`src/rtl/helios_syndrome_framer.sv`:
```
// Serialises syndrome rounds into the decoder's byte protocol: one start byte per reset,
// then a header plus byte-packed rounds per frame, with a credit limit on frames in flight.
`timescale 1ns/1ps
module helios_syndrome_framer #(
    parameter int         GRID_WIDTH_X       = 4,
    parameter int         GRID_WIDTH_Z       = 1,
    parameter int         MEASUREMENT_ROUNDS = 2,
    parameter logic [7:0] START_MSG          = 8'h01,
    parameter logic [7:0] HEADER_MSG         = 8'h02,
    parameter int         MAX_OUTSTANDING    = 1
) (
    input  logic                                 clk,
    input  logic                                 reset,
    input  logic [GRID_WIDTH_X*GRID_WIDTH_Z-1:0] round_data,
    input  logic                                 round_valid,
    output logic                                 round_ready,
    output logic [7:0]                           output_data,
    output logic                                 output_valid,
    input  logic                                 output_ready,
    input  logic                                 result_done,
    output logic [3:0]                           outstanding,
    output logic [15:0]                          frames_sent,
    output logic                                 protocol_error
);
    localparam int PU_PER_ROUND    = GRID_WIDTH_X * GRID_WIDTH_Z;
    localparam int BYTES_PER_ROUND = (PU_PER_ROUND + 7) >> 3;
    localparam int LATCH_W         = 8 * BYTES_PER_ROUND;
    localparam int BIDX_W          = (BYTES_PER_ROUND > 1) ? $clog2(BYTES_PER_ROUND) : 1;
    localparam int RIDX_W          = (MEASUREMENT_ROUNDS > 1) ? $clog2(MEASUREMENT_ROUNDS) : 1;
    localparam logic [BIDX_W-1:0] BYTE_LAST    = BIDX_W'(BYTES_PER_ROUND - 1);
    localparam logic [RIDX_W-1:0] ROUND_LAST   = RIDX_W'(MEASUREMENT_ROUNDS - 1);
    localparam logic [3:0]        CREDIT_LIMIT = 4'(MAX_OUTSTANDING);

    typedef enum logic [2:0] {ST_START, ST_IDLE, ST_HDR, ST_LOAD, ST_SEND} state_t;

    state_t              state_reg;
    logic [LATCH_W-1:0]  latch_reg;
    logic [BIDX_W-1:0]   byte_idx_reg;
    logic [RIDX_W-1:0]   round_idx_reg;
    logic [3:0]          outstanding_reg;
    logic [15:0]         frames_sent_reg;
    logic                protocol_error_reg;

    logic                byte_xfer;
    logic                round_xfer;
    logic                frame_end;

    // Byte view of the latched round, padded to a power of two so any index is in range.
    logic [7:0] latch_bytes [1 << BIDX_W];
    for (genvar gi = 0; gi < (1 << BIDX_W); gi++) begin : g_bytes
        if (gi < BYTES_PER_ROUND) begin : g_live
            assign latch_bytes[gi] = latch_reg[8*gi +: 8];
        end else begin : g_pad
            assign latch_bytes[gi] = 8'h00;
        end
    end

    always_comb begin
        output_valid = 1'b0;
        output_data  = 8'h00;
        case (state_reg)
            ST_START: begin
                output_valid = 1'b1;
                output_data  = START_MSG;
            end
            ST_HDR: begin
                output_valid = 1'b1;
                output_data  = HEADER_MSG;
            end
            ST_SEND: begin
                output_valid = 1'b1;
                output_data  = latch_bytes[byte_idx_reg];
            end
            default: ;
        endcase
    end

    assign round_ready = (state_reg == ST_LOAD);
    assign byte_xfer   = output_valid && output_ready;
    assign round_xfer  = round_valid && round_ready;
    assign frame_end   = (state_reg == ST_SEND) && byte_xfer &&
                         (byte_idx_reg == BYTE_LAST) && (round_idx_reg == ROUND_LAST);

    always_ff @(posedge clk) begin
        if (reset) begin
            state_reg          <= ST_START;
            latch_reg          <= '0;
            byte_idx_reg       <= '0;
            round_idx_reg      <= '0;
            outstanding_reg    <= 4'd0;
            frames_sent_reg    <= 16'd0;
            protocol_error_reg <= 1'b0;
        end else begin
            case (state_reg)
                ST_START: if (byte_xfer) state_reg <= ST_IDLE;
                ST_IDLE:  if (outstanding_reg < CREDIT_LIMIT) state_reg <= ST_HDR;
                ST_HDR: begin
                    if (byte_xfer) begin
                        round_idx_reg <= '0;
                        state_reg     <= ST_LOAD;
                    end
                end
                ST_LOAD: begin
                    if (round_xfer) begin
                        latch_reg    <= LATCH_W'(round_data);
                        byte_idx_reg <= '0;
                        state_reg    <= ST_SEND;
                    end
                end
                ST_SEND: begin
                    if (byte_xfer) begin
                        if (byte_idx_reg != BYTE_LAST) begin
                            byte_idx_reg <= byte_idx_reg + 1'b1;
                        end else if (round_idx_reg != ROUND_LAST) begin
                            round_idx_reg <= round_idx_reg + 1'b1;
                            state_reg     <= ST_LOAD;
                        end else begin
                            state_reg <= ST_IDLE;
                        end
                    end
                end
                default: state_reg <= ST_START;
            endcase

            if (frame_end) frames_sent_reg <= frames_sent_reg + 16'd1;

            // A result arriving on the same edge a frame ends cancels that frame's credit.
            if (frame_end && !result_done) begin
                outstanding_reg <= outstanding_reg + 4'd1;
            end else if (!frame_end && result_done) begin
                if (outstanding_reg != 4'd0) outstanding_reg <= outstanding_reg - 4'd1;
                else protocol_error_reg <= 1'b1;
            end
        end
    end

    assign outstanding    = outstanding_reg;
    assign frames_sent    = frames_sent_reg;
    assign protocol_error = protocol_error_reg;
endmodule

```
`config.mk`:
```
export PLATFORM = sky130hd
export DESIGN_NAME = helios_syndrome_framer
export DESIGN_NICKNAME = d
export VERILOG_FILES = /design/src/rtl/helios_syndrome_framer.sv
export SDC_FILE = /design/constraint.sdc
export NUM_CORES = 1
export LEC_CHECK = 0
export ABC_AREA = 1
export CORE_MARGIN = 3
export CORE_UTILIZATION = 52
export CTS_CLUSTER_DIAMETER = 80
export CTS_CLUSTER_SIZE = 28
export DETAILED_ROUTE_END_ITERATION = 16
export MAX_ROUTING_LAYER = met4
export PLACE_DENSITY = 0.84
export SYNTH_ARGS = -nofsm -noshare
export SYNTH_HDL_FRONTEND = slang
export SYNTH_SLANG_ARGS = --single-unit
export TNS_END_PERCENT = 100
```
`constraint.sdc`:
```
create_clock -name clk -period 3 [get_ports clk]
set_input_delay 0.3 -clock clk [delete_from_list [all_inputs] [get_ports clk]]
set_output_delay 0.3 -clock clk [all_outputs]
set_load 0.03 [all_outputs]
```
==> metrics.txt <==
worst ir drop on vdd=524 uV; Root Buffer=sky130_fd_sc_hd__clkbuf_4; switching power=406 uW; result of the run=finished, final reports clean; routed length per placed instance=10.8 um; relative contribution of combinational cells to total power=roughly 37%; floorplan die width=60.4 um; initial antenna violation count=0; FFs w/ async S/R, synth=0%; largest family of logic cells by synthesized area=simple AND/OR/NAND/NOR gates; clock network fraction of total power=between 20 and 25%; beginning of the worst register-to-register path=state_reg[2]; Unique masters post-synth=28; Final Cycle Share=73.3%; internal power consumption=between 600 and 700 uW; setup TNS=0 ns; vias after detailed routing=between 1,000 and 1,500; r2r endpoint=outstanding[3]; worst hold path stage count=2; total count of hold-check failures in the final report=0; fraction of synthesized area in multiplexers=0%; Post CTS Setup Buffer Count=0; sum of routed wire length over all layers=3210 um; Compound-Gate Fraction of Synth Area=about 12%; area share of the leading cell type in the synthesized netlist=approximately 38%; n_diodes=0; Hold Path End=protocol_error; main flop type after synthesis=sky130_fd_sc_hd__dfxtp_1; clock skew after layout=0.00392 ns; total core area=2780 um2; most area-consuming cells after synthesis=sky130_fd_sc_hd__dfxtp_1 (38%), sky130_fd_sc_hd__nand2_1 (12%), sky130_fd_sc_hd__nor2_1 (10%); number of I/O pins=40; global-route wire length before repair=around 5400 um; switching part of the total=around 37%; Post-Synth Adder-Cell Area=~4%; crit-path cells=nor2_4 > nand2_1 > o21ai_0 > clkdlybuf4s50_1; area of the die=between 3000 and 4000 um2; minimum clock period=2.20 ns; RSZ-0062 raised after global routing=no; number of buffers added by the clock tree synthesis step=5; flip-flop count of the largest register after layout=16; element type at the critical path end=primary output; vertical die dimension=60.4 um; Final Net Count=roughly 280; maximum number of pins on one net before global-route repair=22; share of the yosys chip area belonging to registers=37.7%; drt pass-1 iters=4; CTS clock-pin slew for the worst setup and hold paths=0.08 ns; Tot Pwr=1080 uW; number of sinks handled by clock tree synthesis=29; number of inserted filler cells in the final layout=between 200 and 250; power density normalized to cell area=roughly 560 nW/um2; overall fraction of global-route tracks in use=19.9%; number of setup violations in the final report=0; max-slew headroom at the worst pin=59.6%; Max Cap Violations=0; Flop pwr share=a little over two fifths; highest clock frequency the design can meet=between 400 and 500 MHz; number of hold-repair buffers added at the cts stage=0; Starting DRT DRC Count=112; Final ANT Viol Nets=0; cell area after synthesis=1540 um2; Worst EP required=2.70 ns; XOR/XNOR share of the synthesized area=2.27%; via count of the first global-routing pass=1,276; DR vias/cell=5.01; clock insertion delay at the later pin of the skew report=0.32 ns; highest-delay cell along the critical path=sky130_fd_sc_hd__clkdlybuf4s50_1; half-perimeter wire length after placement=2410 um; Worst Setup Start Kind=flip-flop; Post-Syn Instances=228; initial standard-cell utilization of the core=55.4%; transition time at the pin with the least slew margin=0.606 ns; fraction of the mapped netlist area in simple logic gates=33.5%; Post-synth top cells=sky130_fd_sc_hd__nand2_1 (49), sky130_fd_sc_hd__nor2_1 (41), sky130_fd_sc_hd__dfxtp_1 (29), sky130_fd_sc_hd__inv_1 (25), sky130_fd_sc_hd__a21oi_1 (22); CP max stage delay=0.70 ns; Critical Path AT=1.90 ns; number of levels the H-tree was split into=2; DRC viols=0; reg-to-reg setup timing slack=1.07 ns; maximum fanout along the worst path=5; depth of the worst register-to-register path=10; count of flip-flops with a built-in enable after synthesis=0; hold wc startpoint=protocol_error; total of flip-flops plus latches after synthesis=29; sum of overflow across all layers after global routing=0; Max Root-Sink Buffers=2; row count=19; synth-to-layout area growth=25.3%; most common cell in the synthesized netlist=sky130_fd_sc_hd__nand2_1; routability congestion estimate from global placement=0.875; critical path class=flip-flop to primary output; buffers added on ports=35; fraction of final layout cells with drive strength greater than 1=5.28%; CTS resizes=0; final max-slew violation count=0; worst hold-check slack=0.453 ns; path class of the lowest-slack min-delay path=flip-flop to flip-flop; Mean Syn Cell Area=between 6 and 7 um2; number of warning messages in the yosys log=0; Pleak=0.000749 uW; clock tree from TritonCTS=done; Synth area leader=sky130_fd_sc_hd__dfxtp_1
[power by group through the flow]
stage | registers [uW] | clock network, uW | logic, uW
after global placement | 478 | 0 | 384
after detailed placement | 476 | 0 | 394
after global routing | 473 | 248 | 432
final | 466 | 220 | 397
after floorplan | 517 | 0 | 236
after CTS | 467 | 233 | 397
[per-stage QoR]
| stage | instance area, um2 | instances | util [%] | setup slack [ns] |
|---|---|---|---|---|
| final | 1930 | 296 | 69.5 | 0.802 |
| after floorplan | 1550 | 231 | - | 1.28 |
| after global routing | 1930 | 296 | 69.5 | 0.693 |
| after CTS | 1930 | 296 | 69.5 | 0.793 |
| after detailed placement | 1880 | 288 | 67.7 | 0.713 |
| after global placement | 1880 | 288 | 67.7 | 0.762 |
[final cells by class]
cell class	count	area, um2	area share, %
Inverter	26	98.8	5.12
Tap cell	31	38.8	2.01
Multi-Input combinational cell	167	815	42.2
Clock buffer	8	48.8	2.53
Sequential cell	29	581	30.1
Timing Repair Buffer	35	350	18.1
[cell usage in the layout (no fill, tap or decap), types with 2 or more instances in the layout]
master,n
sky130_fd_sc_hd__a21oi_1,22
sky130_fd_sc_hd__clkbuf_1,3
sky130_fd_sc_hd__clkbuf_4,5
sky130_fd_sc_hd__clkdlybuf4s50_1,35
sky130_fd_sc_hd__conb_1,4
sky130_fd_sc_hd__dfxtp_1,29
sky130_fd_sc_hd__ha_1,5
sky130_fd_sc_hd__inv_1,25
sky130_fd_sc_hd__nand2_1,49
sky130_fd_sc_hd__nand3_1,15
sky130_fd_sc_hd__nand4_1,2
sky130_fd_sc_hd__nor2_1,41
sky130_fd_sc_hd__nor2_2,5
sky130_fd_sc_hd__nor3_1,2
sky130_fd_sc_hd__o21ai_0,11
sky130_fd_sc_hd__xnor2_1,2
sky130_fd_sc_hd__xor2_1,2
[worst max path at each step]
| stage | startpoint | end |
|---|---|---|
| after floorplan | state_reg[1] | outstanding[3] |
| after global placement | output_ready | outstanding[3] |
| after detailed placement | output_ready | outstanding[3] |
| after CTS | state_reg[2] | output_data[1] |
| after global routing | state_reg[2] | output_data[1] |
| final | state_reg[1] | output_data[1] |
[metal layers]
layer | GRT usage (%) | share of wire, % | vias to the layer above
li1 | - | - | 789
met1 | 24.4 | 46 | 640
met2 | 30.1 | 46 | 51
met3 | 7.02 | 7.4 | 4
met4 | 7.43 | 0.59 | 0
met5 | - | 0 | -
[worst max-delay path: cells and delay by family (launching register included)]
kind	cells	cell delay (ns)
AOI/OAI and AO/OA	1	0.21
buffers and inverters	1	0.70
DFF	1	0.37
and+or+nand+nor	2	0.30
[cells by family after synthesis]
kind of cell | after synthesis
adder cells (fa/ha/maj) | 5
buffers and inverters | 35
AO/OA/AOI/OAI | 36
flip-flops | 29
other | 1
XOR/XNOR | 4
AND/OR/NAND/NOR | 118
(Power assumes the default switching activity.)
